## config.mk

```make
export PLATFORM = sky130hd
export DESIGN_NAME = alu_sequencer_param
export DESIGN_NICKNAME = d
export VERILOG_FILES = /design/src/rtl/alu_sequencer_param.sv
export SDC_FILE = /design/constraint.sdc
export NUM_CORES = 1
export LEC_CHECK = 0
export ABC_AREA = 1
export BUFFER_PORTS_ARGS = -buffer_cell sky130_fd_sc_hd__buf_2
export CAP_MARGIN = 25
export CORE_ASPECT_RATIO = 2
export CORE_MARGIN = 2
export CORE_UTILIZATION = 56
export CTS_BUF_LIST = sky130_fd_sc_hd__clkbuf_8
export CTS_CLUSTER_SIZE = 8
export DETAILED_ROUTE_END_ITERATION = 6
export PLACE_DENSITY = 0.86
export REMOVE_ABC_BUFFERS = 1
export SYNTH_ARGS = -nofsm -noshare
export SYNTH_HDL_FRONTEND = slang
export SYNTH_SLANG_ARGS = --single-unit
```

## constraint.sdc

```tcl
create_clock -name clock -period 1.85 [get_ports clock]
set_clock_uncertainty 0.15 [all_clocks]
set_input_delay 0.37 -clock clock [delete_from_list [all_inputs] [get_ports clock]]
set_output_delay 0.37 -clock clock [all_outputs]
set_load 0.01 [all_outputs]
```

## src/rtl/alu_sequencer_param.sv

```systemverilog
// Board-level ALU front end: synchronised edge-detected load buttons latch A, B and opcode from the
// switches; result and {zero,carry,overflow} are registered one cycle after the opcode load.
module alu_sequencer_param #(
    parameter int DATA_WIDTH = 6,
    parameter int NB_OP      = 6,
    parameter int STRICT_SEQ = 0
) (
    input  logic                  clock,
    input  logic                  reset,
    input  logic [DATA_WIDTH-1:0] i_SWs,
    input  logic [2:0]            i_buttons,
    output logic [DATA_WIDTH-1:0] o_led,
    output logic [2:0]            o_flags,
    output logic                  o_valid,
    output logic [1:0]            o_state
);

    localparam logic [NB_OP-1:0] OP_ADD = 6'b100000;
    localparam logic [NB_OP-1:0] OP_SUB = 6'b100010;
    localparam logic [NB_OP-1:0] OP_AND = 6'b100100;
    localparam logic [NB_OP-1:0] OP_OR  = 6'b100101;
    localparam logic [NB_OP-1:0] OP_XOR = 6'b100110;
    localparam logic [NB_OP-1:0] OP_NOR = 6'b100111;
    localparam logic [NB_OP-1:0] OP_SRL = 6'b000010;
    localparam logic [NB_OP-1:0] OP_SRA = 6'b000011;
    localparam logic [DATA_WIDTH-1:0] DW_L = DATA_WIDTH[DATA_WIDTH-1:0];

    typedef enum logic [1:0] {WAIT_A = 2'b00, WAIT_B = 2'b01, WAIT_OP = 2'b10, DONE = 2'b11} state_t;

    logic [2:0]            r_sync1, r_sync2, r_sync3;
    logic [DATA_WIDTH-1:0] r_a, r_b, r_led;
    logic [NB_OP-1:0]      r_op;
    logic [2:0]            r_flags;
    logic                  r_valid, r_calc;
    state_t                r_state, w_state_next;

    logic [2:0]            w_pulse;
    logic                  w_pa, w_pb, w_po;
    logic                  w_ld_a, w_ld_b, w_ld_op;
    logic [DATA_WIDTH:0]   w_sum, w_diff;
    logic [DATA_WIDTH-1:0] w_res;
    logic                  w_carry, w_ovf, w_known;

    always_ff @(posedge clock or posedge reset) begin
        if (reset) begin
            r_sync1 <= '0;
            r_sync2 <= '0;
            r_sync3 <= '0;
        end else begin
            r_sync1 <= i_buttons;
            r_sync2 <= r_sync1;
            r_sync3 <= r_sync2;
        end
    end

    // Priority A > B > OP is applied before the sequencer decides acceptance.
    assign w_pulse = r_sync2 & ~r_sync3;
    assign w_pa    = w_pulse[2];
    assign w_pb    = w_pulse[1] & ~w_pulse[2];
    assign w_po    = w_pulse[0] & ~w_pulse[1] & ~w_pulse[2];

    always_ff @(posedge clock or posedge reset) begin
        if (reset) r_state <= WAIT_A;
        else       r_state <= w_state_next;
    end

    always_comb begin
        w_state_next = r_state;
        w_ld_a       = 1'b0;
        w_ld_b       = 1'b0;
        w_ld_op      = 1'b0;
        if (STRICT_SEQ == 0) begin
            w_ld_a  = w_pa;
            w_ld_b  = w_pb;
            w_ld_op = w_po;
        end else begin
            case (r_state)
                WAIT_A:  if (w_pa) begin w_ld_a  = 1'b1; w_state_next = WAIT_B;  end
                WAIT_B:  if (w_pb) begin w_ld_b  = 1'b1; w_state_next = WAIT_OP; end
                WAIT_OP: if (w_po) begin w_ld_op = 1'b1; w_state_next = DONE;    end
                DONE:    if (w_pa) begin w_ld_a  = 1'b1; w_state_next = WAIT_B;  end
                default: w_state_next = WAIT_A;
            endcase
        end
    end

    assign w_sum  = {1'b0, r_a} + {1'b0, r_b};
    assign w_diff = {1'b0, r_a} - {1'b0, r_b};

    always_comb begin
        w_res   = '0;
        w_carry = 1'b0;
        w_ovf   = 1'b0;
        w_known = 1'b1;
        case (r_op)
            OP_ADD: begin
                w_res   = w_sum[DATA_WIDTH-1:0];
                w_carry = w_sum[DATA_WIDTH];
                w_ovf   = (r_a[DATA_WIDTH-1] == r_b[DATA_WIDTH-1]) &&
                          (w_sum[DATA_WIDTH-1] != r_a[DATA_WIDTH-1]);
            end
            OP_SUB: begin
                w_res   = w_diff[DATA_WIDTH-1:0];
                w_carry = w_diff[DATA_WIDTH];
                w_ovf   = (r_a[DATA_WIDTH-1] != r_b[DATA_WIDTH-1]) &&
                          (w_diff[DATA_WIDTH-1] != r_a[DATA_WIDTH-1]);
            end
            OP_AND: w_res = r_a & r_b;
            OP_OR:  w_res = r_a | r_b;
            OP_XOR: w_res = r_a ^ r_b;
            OP_NOR: w_res = ~(r_a | r_b);
            OP_SRL: w_res = (r_b >= DW_L) ? '0 : (r_a >> r_b);
            OP_SRA: w_res = (r_b >= DW_L) ? {DATA_WIDTH{r_a[DATA_WIDTH-1]}}
                                          : $unsigned($signed(r_a) >>> r_b);
            default: w_known = 1'b0;
        endcase
    end

    always_ff @(posedge clock or posedge reset) begin
        if (reset) begin
            r_a     <= '0;
            r_b     <= '0;
            r_op    <= '0;
            r_calc  <= 1'b0;
            r_led   <= '0;
            r_flags <= '0;
            r_valid <= 1'b0;
        end else begin
            r_calc <= w_ld_op;
            if (w_ld_a)  r_a  <= i_SWs;
            if (w_ld_b)  r_b  <= i_SWs;
            if (w_ld_op) r_op <= i_SWs[NB_OP-1:0];
            if (r_calc) begin
                r_led   <= w_res;
                r_flags <= {w_known && (w_res == '0), w_carry, w_ovf};
            end
            // A fresh operand always invalidates the result, even one landing this edge.
            if (w_ld_a || w_ld_b) r_valid <= 1'b0;
            else if (r_calc)      r_valid <= 1'b1;
        end
    end

    assign o_led   = r_led;
    assign o_flags = r_flags;
    assign o_valid = r_valid;
    assign o_state = r_state;

endmodule
```

==> reports/results.txt <==
Post-detailed-route via-to-cell ratio: 5.76. IR analysis of the VDD net gives a maximum drop of 0.000792 V. For the HPWL after detailed placement, the log shows 6060 um. From synthesis to final layout, the design area changed by 33.8%. The cell area after technology mapping was 0.00275 mm^2; the number of port buffers was 20.

The die covers 0.00551 mm^2. After synthesis, the largest family of logic cells by area is simple AND/OR/NAND/NOR gates. The tool flagged a number of max-cap violations equal to 0. The site row count was 36. For this design, the slowest cell found on the critical path is fa_2. Summing the areas of all xor and xnor instances in the mapped netlist gives 1.28% of the synthesized area.

Number of design-rule violations left by the first detailed-router iteration: 179. CTS saw 38 sinks. The run gives 0.30 ns as the clock latency on the worst-skew pair. Power spread over the standard cell area amounts to 925 mW/mm^2.

For the first-pass GRT wire length, the log shows 13400 um. The number of hold violations in the final report is 0, and the count of flip-flops with a built-in enable after synthesis is 0. The antenna diode instance count is 0. The tools report the endpoint class of the critical path as a register.

The run gives 57.5% as the starting density of the core. Walking the worst path, the cells encountered are ha_2 -> inv_2 -> fa_2 -> inv_2 -> nand3_2 -> nand2_1 -> nor2_1 -> nand3_1 -> nor2_1 -> nand3_1 -> nor2_1 -> nand4_1 -> nand2_1. Buffers inserted during clock tree synthesis total 5. Summing the areas of all compound-gate instances in the mapped netlist gives 12.1% of the synthesized area. Entering global routing, the biggest net connects 39 pins. From bottom edge to top edge, the die measures 103 um. The layout cell share with drive strength beyond 1 came out at 35.0%. The run gives 1.87 nW as the leakage power.

Data arrives at the worst endpoint at 2.27 ns. The worst path needs 2.17 ns of the cycle, external delays included. The number of hold buffers added after CTS was 0. For this run, the post-layout net count is 503.

Setup violations remaining at the end of the flow were counted as 9. The warning count from the yosys run is 0, and the count of mapped cells out of synthesis is 389. The number of global-route vias before repair is 2972. The number of different library cells used by synthesis comes to 36.

The tools report the initial antenna violation count as 0. After synthesis, the share of cell area in mux cells is 0%. Accumulated negative setup slack: -1.27 ns. The number of fill cells came out at 329.

Routability-driven placement finished with a final weighted congestion of 1.04. STA puts the critical path data required time at 1.95 ns. The final layout contains routed wiring with a total length of 8490 um. The post-synthesis sequential element count was 38. Sorting the synthesized cells by area gives the leading types as dfrtp_1 35%, nand2_1 14%, ha_1 8.2%, nand3_1 6.2%, nor2_1 5.5%. The number of iterations in the first detailed-routing pass was 6. The average cell area after synthesis is 7.06 um^2. The final worst-path cycle share was 117%. The synthesized-area fraction occupied by and/or/nand/nor cells works out to 32.9%.

After synthesis, flip-flops and latches occupy 34.6% of the total area. TritonCTS built the clock tree. Dominant cell type by count on the critical path: nor2_1. The DRC violations left is 0. Launching point of the worst reg2reg path: r_b[0]$_DFFE_PP0P_.

The critical path startpoint category was a register. On the worst path, the slowest cell contributes a delay of 0.53 ns. The area share of fa/ha/maj cells after synthesis came out at 9.66%. Cell at the root of the clock tree: clkbuf_8.

The die is 53.5 um wide. The upper clock frequency limit was 461 MHz. For this run the aggregate overflow at the end of global routing stands at 0. The H-tree was split into 2 levels. For the smallest setup slack after layout, the log shows -0.320 ns. The worst setup path startpoint is r_b[0]$_DFFE_PP0P_. The critical path contains buffers and inverters numbering 2 combined. Share of synthesized registers carrying an async set or reset: 100%.

The final reports fail on negative setup slack. In this run the worst hold path is classified as in -> async. During I/O placement, the number of pins put on the boundary was 23.

Cell type contributing the most total cell area after synthesis: dfrtp_1. The total global routing track utilization was 33.5%. For the number of pins with negative max-slew slack in the final report, the log shows 0. In the post-synthesis netlist, the cell with the most instances is nand2_1. The maximum fanout encountered on the critical timing path is 3, and the remaining number of nets flagged by the antenna check after routing is 0. Total number of vias: 3047. The flow ran to the end, but the final reports show violations. The region available for standard cell placement spans 0.00477 mm^2. Fraction of post-synthesis cell area in the top cell type by area: 34.6%.

For the sequential standard cell area, the log shows 952 um^2. The multi-input combinational cells in the finished layout cover a total of 0.00172 mm^2. By count the netlist is led by 103 x nand2_1, 40 x nor2_1, 38 x dfrtp_1, 38 x inv_1, 34 x nand3_1. Cells fill 76.9% of the core in the end. The clock passes through at most 2 buffers. In the final routed layout, each cell accounts on average for 16.0 um. Clock-pin slew was measured on the worst setup and hold paths at 0.09 ns.

The worst setup path is of the reg -> reg kind. The kind of cell with the highest combined delay along the critical path is simple AND/OR/NAND/NOR gates. The most used flip-flop cell after synthesis is dfrtp_1.

Setup repair after global routing could not meet its margin everywhere.
==> metal layers <==
metal / GRT usage, % / routed length (um) / part of all wire, %
met5: 0 / 0 / 0
met4: 19.1 / 467 / 5.5
met3: 6.09 / 636 / 7.5
met2: 58.8 / 4410 / 52
met1: 36.2 / 2970 / 35
==> power breakdown <==
part | internal (mW) | switching (mW) | total [mW]
combinational | 0.697 | 0.906 | 1.60
sequential | 0.943 | 0.106 | 1.05
clock | 0.432 | 0.312 | 0.744
total | 2.07 | 1.32 | 3.40
==> state kept, by name, summed over array words and instances (netlist names), 3 cells and up <==
register / flops
r_sync2: 3
o_flags: 3
r_b: 6
r_sync3: 3
r_op: 6
r_a: 6
r_sync1: 3
o_led: 6
==> logic make-up after synthesis <==
kind of cell    count (synthesis)
other cells                     1
buf+inv                        64
xor+xnor                        4
fa+ha+maj                      20
flops                          38
simple gates                  203
compound gates                 59
==> worst min-delay path, cell delays in order <==
cell   delay, ns
buf_2       0.09
inv_1       0.04
buf_4       0.41
==> final cells by class <==
type	count	share of cell area [%]
Inverter	53	5.49
Sequential cell	38	25.9
Clock inverter	1	0.818
Timing Repair Buffer	86	16.7
Multi-Input combinational cell	288	46.8
Tap cell	57	1.94
Clock buffer	6	2.25
==> repair_timing <==
item                       4_1_cts  5_1_grt
setup endpoints to repair        9        9
pin swaps                       17       19
hold endpoints to repair         0        0
buffers inserted                 3        3
resized for setup               31       28
==> final timing paths <==
check	to	slack [ns]	cells after the start
min	o_flags[2]$_DFFE_PP0P_	0.01	3
min reg2reg	r_sync2[2]$_DFF_PP0_	0.20	0
max in group asynchronous	r_b[5]$_DFFE_PP0P_	1.17	3
max	o_flags[2]$_DFFE_PP0P_	-0.32	13
max reg2reg	o_flags[2]$_DFFE_PP0P_	-0.32	13
min in group clock	r_sync1[2]$_DFF_PP0_	0.03	1
==> cell usage in the layout (no fill, tap or decap), types with 7 or more instances in the layout <==
| cell | count |
|---|---|
| nand2_1 | 99 |
| buf_4 | 61 |
| dfrtp_1 | 37 |
| nor2_1 | 35 |
| nand3_1 | 30 |
| inv_1 | 28 |
| inv_2 | 24 |
| o21ai_0 | 21 |
| buf_2 | 20 |
| o21ai_1 | 11 |
| a21oi_1 | 10 |
| ha_1 | 10 |
| nor2_2 | 9 |
| nand2_2 | 7 |
==> per-stage QoR <==
step	setup WS [ns]	hold slack [ns]	total power, mW	cell area [um^2]	cells
2_1_floorplan	-0.280	0.181	1.81	2690	379
3_3_place_gp	-0.229	0.182	2.37	3340	519
3_5_place_dp	-0.299	0.193	2.41	3340	519
4_1_cts	-0.279	0.0229	3.25	3560	527
5_1_grt	-0.419	0.0174	3.60	3670	529
6_report	-0.320	0.0106	3.40	3670	529
No activity file was read; power rests on OpenSTA's default activity.
